### config.mk
export PLATFORM = sky130hd
export DESIGN_NAME = regpair_sequencer
export DESIGN_NICKNAME = d
export VERILOG_FILES = /design/src/rtl/regpair_sequencer.sv
export SDC_FILE = /design/constraint.sdc
export NUM_CORES = 1
export LEC_CHECK = 0
export BUFFER_PORTS_ARGS = -buffer_cell sky130_fd_sc_hd__buf_2
export CORE_MARGIN = 2
export CORE_UTILIZATION = 44
export DETAILED_ROUTE_END_ITERATION = 7
export GPL_TIMING_DRIVEN = 0
export PLACE_DENSITY = 0.74
export SYNTH_ARGS = -nofsm -noshare
export SYNTH_HDL_FRONTEND = slang
export SYNTH_SLANG_ARGS = --single-unit
export TNS_END_PERCENT = 100
### constraint.sdc
create_clock -name clk -period 6.8 [get_ports clk]
set_input_delay 1.02 -clock clk [delete_from_list [all_inputs] [get_ports clk]]
set_output_delay 1.02 -clock clk [all_outputs]
set_load 0.01 [all_outputs]
### src/rtl/regpair_sequencer.sv
// rtl/regpair_sequencer.sv - sequences 16-bit pair LOAD/INC/DEC/READ onto an 8-bit register file
// Optional feature macro: REGSEQ_WRAP_FLAG_EN adds the wrap output.
module regpair_sequencer #(
  parameter int PAIR_W = 2,
  parameter int DATA_W = 8
) (
  input  logic                clk,
  input  logic                rst,
  input  logic                cmd_valid,
  output logic                cmd_ready,
  input  logic [1:0]          cmd_op,
  input  logic [PAIR_W-1:0]   cmd_pair,
  input  logic [2*DATA_W-1:0] cmd_imm,
  output logic [2:0]          rf_rd_sel,
  output logic                rf_rd_en,
  input  logic [DATA_W-1:0]   rf_rd_data,
  output logic [2:0]          rf_wr_sel,
  output logic                rf_wr_en,
  output logic [DATA_W-1:0]   rf_wr_data,
  output logic                done,
  output logic                err,
  output logic [2*DATA_W-1:0] result
`ifdef REGSEQ_WRAP_FLAG_EN
  ,
  output logic                wrap
`endif
);

  localparam logic [1:0] OP_LOAD = 2'b00;
  localparam logic [1:0] OP_INC  = 2'b01;
  localparam logic [1:0] OP_DEC  = 2'b10;
  localparam logic [1:0] OP_READ = 2'b11;
  localparam logic [2*DATA_W-1:0] ONE = 1;

  typedef enum logic [2:0] {IDLE, RD_LO, RD_HI, WR_LO, WR_HI, DONE} state_t;

  state_t                state;
  logic [1:0]            op_q;
  logic [PAIR_W-1:0]     pair_q;
  logic [DATA_W-1:0]     lo_q;
  logic [2*DATA_W-1:0]   val_q;
  logic [2*DATA_W-1:0]   rd_val;
  logic [2*DATA_W-1:0]   next_val;
  logic                  rd_en_q;
  logic                  wr_en_q;
`ifdef REGSEQ_WRAP_FLAG_EN
  logic                  wrap_q;
  logic                  wrap_det;
`endif

  function automatic logic [2:0] hi_sel(input logic [PAIR_W-1:0] p);
    return 3'({p, 1'b0});
  endfunction

  function automatic logic [2:0] lo_sel(input logic [PAIR_W-1:0] p);
    return 3'({p, 1'b1});
  endfunction

  // High byte is still on rf_rd_data during RD_HI, so the new value is formed before hi is stored.
  always_comb begin
    rd_val = {rf_rd_data, lo_q};
    case (op_q)
      OP_INC:  next_val = rd_val + ONE;
      OP_DEC:  next_val = rd_val - ONE;
      default: next_val = rd_val;
    endcase
`ifdef REGSEQ_WRAP_FLAG_EN
    wrap_det = ((op_q == OP_INC) && (rd_val == '1)) || ((op_q == OP_DEC) && (rd_val == '0));
`endif
  end

  // Reset kills the enables in the same cycle so an aborted command writes nothing further.
  assign rf_rd_en = rd_en_q & ~rst;
  assign rf_wr_en = wr_en_q & ~rst;

  always_ff @(posedge clk) begin
    if (rst) begin
      state      <= IDLE;
      cmd_ready  <= 1'b1;
      rd_en_q    <= 1'b0;
      wr_en_q    <= 1'b0;
      rf_rd_sel  <= '0;
      rf_wr_sel  <= '0;
      rf_wr_data <= '0;
      done       <= 1'b0;
      err        <= 1'b0;
      result     <= '0;
      op_q       <= OP_LOAD;
      pair_q     <= '0;
      lo_q       <= '0;
      val_q      <= '0;
`ifdef REGSEQ_WRAP_FLAG_EN
      wrap_q     <= 1'b0;
      wrap       <= 1'b0;
`endif
    end else begin
      done    <= 1'b0;
      err     <= 1'b0;
      rd_en_q <= 1'b0;
      wr_en_q <= 1'b0;
`ifdef REGSEQ_WRAP_FLAG_EN
      wrap    <= 1'b0;
`endif
      case (state)
        IDLE: begin
          if (cmd_valid) begin
            op_q      <= cmd_op;
            pair_q    <= cmd_pair;
            val_q     <= cmd_imm;
            cmd_ready <= 1'b0;
`ifdef REGSEQ_WRAP_FLAG_EN
            wrap_q    <= 1'b0;
`endif
            if (cmd_pair == '1) begin
              state  <= DONE;
              done   <= 1'b1;
              err    <= 1'b1;
              result <= '0;
            end else if (cmd_op == OP_LOAD) begin
              state      <= WR_LO;
              wr_en_q    <= 1'b1;
              rf_wr_sel  <= lo_sel(cmd_pair);
              rf_wr_data <= cmd_imm[DATA_W-1:0];
            end else begin
              state     <= RD_LO;
              rd_en_q   <= 1'b1;
              rf_rd_sel <= lo_sel(cmd_pair);
            end
          end
        end
        RD_LO: begin
          lo_q      <= rf_rd_data;
          state     <= RD_HI;
          rd_en_q   <= 1'b1;
          rf_rd_sel <= hi_sel(pair_q);
        end
        RD_HI: begin
          val_q <= next_val;
          if (op_q == OP_READ) begin
            state  <= DONE;
            done   <= 1'b1;
            result <= rd_val;
          end else begin
            state      <= WR_LO;
            wr_en_q    <= 1'b1;
            rf_wr_sel  <= lo_sel(pair_q);
            rf_wr_data <= next_val[DATA_W-1:0];
`ifdef REGSEQ_WRAP_FLAG_EN
            wrap_q     <= wrap_det;
`endif
          end
        end
        WR_LO: begin
          state      <= WR_HI;
          wr_en_q    <= 1'b1;
          rf_wr_sel  <= hi_sel(pair_q);
          rf_wr_data <= val_q[2*DATA_W-1:DATA_W];
        end
        WR_HI: begin
          state  <= DONE;
          done   <= 1'b1;
          result <= val_q;
`ifdef REGSEQ_WRAP_FLAG_EN
          wrap   <= wrap_q;
`endif
        end
        DONE: begin
          state     <= IDLE;
          cmd_ready <= 1'b1;
        end
        default: begin
          state     <= IDLE;
          cmd_ready <= 1'b1;
        end
      endcase
    end
  end

endmodule

; Word level (Yosys, flattened, before mapping)
; Cells that the tools add are included.
[word_totals]
ff_bits = 66
latchBits = 0
mem_bits_rw = 0
rom_bits = 0
output_inout_bits = 35
word_cells = 91
mem_count = 0
[classes]
addsub = 2
multipliers = 0
div = 0
magnitude_cmp = 0
n_eq_ne = 15
shift = 0
mux = 41
bitwise = 5
n_reduce_logical = 14
[ops]
columns = op, n
row1 = 2-to-1 mux 16 bit, 4
row2 = case mux 16 bit (2 select lines), 2
row3 = case mux 16 bit (3 select lines), 1
row4 = 2-to-1 mux 8 bit, 4
row5 = 2-to-1 mux 3 bit, 10
row6 = case mux 8 bit (3 select lines), 1
row7 = "adder 16 x 1 -> 16 bit, second input constant", 1
row8 = "subtractor 16 x 1 -> 16 bit, second input constant", 1
row9 = case mux 3 bit (5 select lines), 1
row10 = "inequality test 2 bit, second input constant", 7
row11 = 2-to-1 mux 1 bit, 11
row12 = case mux 3 bit (3 select lines), 1
row13 = AND reduction 4 bit, 2
row14 = "== test 2 bit, second input constant", 3
row15 = "== test 3 x 2 -> 1 bit, second input constant", 2
row16 = case mux 1 bit (3 select lines), 2
row17 = case mux 3 bit (2 select lines), 1
row18 = AND reduction 2 bit, 3
row19 = nonzero test 3 bit, 2
row20 = AND reduction 5 bit, 1
row21 = case mux 1 bit (2 select lines), 2
row22 = nonzero test 2 bit, 2
row23 = OR reduction 4 bit, 1
row24 = "== test 3 x 1 -> 1 bit, second input constant", 1
row25 = other kinds (8), 11

; Logic depth before layout (Yosys ltp)
[logic_depth]
word_depth = 5
mapped_depth = 14
ltp_nobuf = 11

; Worst setup path before layout
; Ideal clock, no wire load.
[synth_timing]
path_kind = flip-flop to flip-flop
from = register op_q[0]
to = register val_q[14]
setup_time_ns = 0.133
arrival_time_ns = 2.752
slack_ns = 3.915
stages_incl_launch_ff = 15
synth_period_minus_slack_ns = 2.885
cell_sequence = dfxtp_1 inv_1 ha_1 buf_4 buf_2 buf_2 xor2_1 ha_1 nor3_1 o21bai_1 nand4_1 and3_1 a311o_1 xnor2_1 a21oi_1
[synth_via]
elab_chain_len = 3
word_cells_on_any_way = 4
classes_between = eq/ne: 2 / mux: 2
[synth_lines]
columns = item, line_no
row1 = "start, declared", 38  ; logic [1:0] op_q;
row2 = "start signal, assigned", 107  ; op_q <= cmd_op;
row3 = == test 2 bit or == test 2 x 1 -> 1 bit (tied branches), 62  ; case (op_q)
row4 = case mux 16 bit (2 select lines) (*), 62
row5 = case mux 16 bit (2 select lines) (*), 104  ; case (state)
row6 = "end signal, assigned", 109  ; val_q <= cmd_imm;
row7 = "end signal, assigned", 138  ; val_q <= next_val;
row8 = "end, declared", 41  ; logic [2*DATA_W-1:0] val_q;
; Mark *: on every way between the ends. The rest lies on a longest branch, timed or not.
; A chain may end at the register's enable or synchronous reset.

; Final worst setup path
; Same ends and word-level chain as after synthesis.

==> impl_metrics.json <==
{
  "status": "complete, no violations",
  "final_cells": 747,
  "final_common_cell": "nand2_1",
  "htreeDepth": 3,
  "coreArea_um2": 9200,
  "die_h_um": 101,
  "slew_headroom_pct": 54.8,
  "slew_violations": 0,
  "clk_path_buf_depth": 2,
  "switching_share_pct": 38.2,
  "critPathKind": "reg -> reg",
  "dr_total_vias": 4558,
  "clock_latency_ns": 0.36,
  "antennaDiodeCount": 0,
  "vias_per_cell": 6.10,
  "portBuffers": 63,
  "synth_seq_cells": 66,
  "synth_ff_type": "dfxtp_1",
  "grt_pass1_vias": 4147,
  "ioPinCount": 66,
  "post-cts-setup-buffers": 0,
  "grt_start_max_net_pins": 13,
  "worst-r2r-cell-count": 14,
  "n_fill_cell": 907,
  "ir_drop_uv": 89.4,
  "post_cts_resized": 0,
  "endpoint_kind": "flip-flop",
  "hold_buffers": 0,
  "crit_fanout": 10,
  "clk_pin_slew_ns": 0.08,
  "power_mw": 1.28,
  "p_leak_nw": 1.85,
  "grt.overflow.total": 0,
  "fp.dieArea_um2": 10200,
  "p_clk_share_pct": 28.1,
  "hold_slack_ns": 0.486,
  "yosysWarnings": 0,
  "avgSynthCellArea_um2": 7.46,
  "postPlaceCellArea_um2": 4610,
  "wirelength_um": 13700,
  "dp_slack_ns": 3.20,
  "numCtsBuffers": 9,
  "post_synth_num_cell_types": 72,
  "fin_crit_sh_pct": 54.6,
  "start_kind": "flip-flop",
  "pwr-share-comb_pct": 33.6,
  "synthCells": 557,
  "worst_pin_slew_ns": 0.678,
  "drtAntennaViolNets": 0,
  "powerDensity_nw_per_um2": 265,
  "fin_skew_ns": 0.0121,
  "setup_tns_ns": 0,
  "final_cell_mix": "80 x nand2_1, 75 x buf_2, 66 x dfxtp_1, 62 x nor2_1, 48 x a21oi_1",
  "setup_slack_ns": 3.09,
  "area_growth_pct": 16.1,
  "drc": 0,
  "dp.cells": 731,
  "rows": 35,
  "seq_power_share_pct": 38.3,
  "cts_sinks": 66,
  "intPower_mw": 0.790,
  "utilization_pct": 52.4,
  "design_area_um2": 4820,
  "start_util_pct": 45.2,
  "fin_crit_ns": 3.71,
  "antenna_found_initial": 0,
  "clock.fmax_ghz": 0.269,
  "place_congestion": 0.941,
  "power.switching_mw": 0.487,
  "synth_edf_count": 0,
  "cp.required_ns": 7.02,
  "synth.net_count": 592,
  "drt_iter0_drc": 294,
  "synth_seq_area_share_pct": 31.8,
  "clockRootBuffer": "clkbuf_8",
  "layout-drive-gt1-share_pct": 17.6,
  "rsz0062_at_grt": "false",
  "nets": 666,
  "hpwlAfterDp_um": 10400,
  "finalHoldViolCount": 0,
  "grt_usage_pct": 27.4,
  "cts_tree": "yes",
  "netlist_area_um2": 4150,
  "drv_cap": 0,
  "hold_path.class": "reg -> reg",
  "synth-async-reset-ratio_pct": 0,
  "grt_pass1_wl_um": 21700,
  "wl_per_cell_um": 18.4,
  "die_x_um": 101,
  "holdPathStages": 2,
  "arrival_ns": 3.94,
  "setup_viol": 0,
  "dr.pass1.iters": 5
}
==> cell families (layout without fill, tap and decap cells) <==
kind of cell	Yosys count	count (layout)	share of synthesized area [%]
simple gates	234	234	27.4
flops	66	66	31.8
compound gates	171	171	28.7
mux	6	6	1.48
fa+ha+maj	4	4	1.21
xor+xnor	15	15	3.16
buf+inv	61	140	6.24
==> power groups by stage <==
stage / clock network, mW / registers, mW / logic (mW)
3_3_place_gp: 0 / 0.495 / 0.414
4_1_cts: 0.359 / 0.488 / 0.423
3_5_place_dp: 0 / 0.497 / 0.421
5_1_grt: 0.379 / 0.495 / 0.474
6_report: 0.359 / 0.489 / 0.429
2_1_floorplan: 0 / 0.499 / 0.278
==> layout make-up <==
class / count / area (um^2) / area share, %
well taps: 111 / 139 / 2.88
multi-input cells: 430 / 2570 / 53.4
plain buffers: 54 / 233 / 4.83
clock buffers: 11 / 151 / 3.14
repair buffers: 63 / 315 / 6.54
clock inverters: 5 / 61.3 / 1.27
inverters: 7 / 26.3 / 0.545
flip-flops and latches: 66 / 1320 / 27.4
==> worst max-delay path, stage by stage, from the launching register on <==
cell      delay (ns)
dfxtp_1         0.33
inv_1           0.08
ha_1            0.32
buf_4           0.23
buf_2           0.24
buf_2           0.27
xor2_1          0.18
ha_1            0.21
nor3_1          0.06
o21bai_1        0.46
nand4_1         0.31
and3_1          0.26
a311o_1         0.35
xnor2_1         0.18
a21oi_1         0.08
==> registers in the layout, summed over array words and instances (netlist names) <==
signal      count
cmd_ready       1
wr_en_q         1
pair_q          2
result         16
rd_en_q         1
done            1
rf_wr_data      8
rf_rd_sel       3
lo_q            8
err             1
val_q          16
state           3
rf_wr_sel       3
op_q            2
==> final timing paths <==
| kind | start | end | slack [ns] |
|---|---|---|---|
| max reg2reg | op_q[0] | val_q[14] | 3.09 |
| min | pair_q[1] | pair_q[1] | 0.49 |
| max | op_q[0] | val_q[14] | 3.09 |
| min reg2reg | pair_q[1] | pair_q[1] | 0.49 |
==> synth_stat cells (11+ instances only) <==
cell type | n | area [um^2]
a211oi_1 | 23 | 173
a311oi_1 | 11 | 96.3
a22oi_1 | 17 | 128
o21ai_0 | 16 | 80.1
nor2_1 | 62 | 233
nor3_1 | 19 | 95.1
and3_1 | 11 | 68.8
dfxtp_1 | 66 | 1320
clkbuf_1 | 37 | 139
buf_2 | 12 | 60.1
a21oi_1 | 48 | 240
xnor2_1 | 11 | 96.3
nand2_1 | 80 | 300
==> routing by layer <==
metal | GRT usage (%) | up-vias | part of all wire, %
li1 | - | 2169 | -
met1 | 35.5 | 2119 | 43
met2 | 44.4 | 228 | 46
met3 | 4.14 | 42 | 7.4
met4 | 13.6 | 0 | 4.0
met5 | 0 | - | 0
Note: power is estimated with default switching activity, not from simulation.
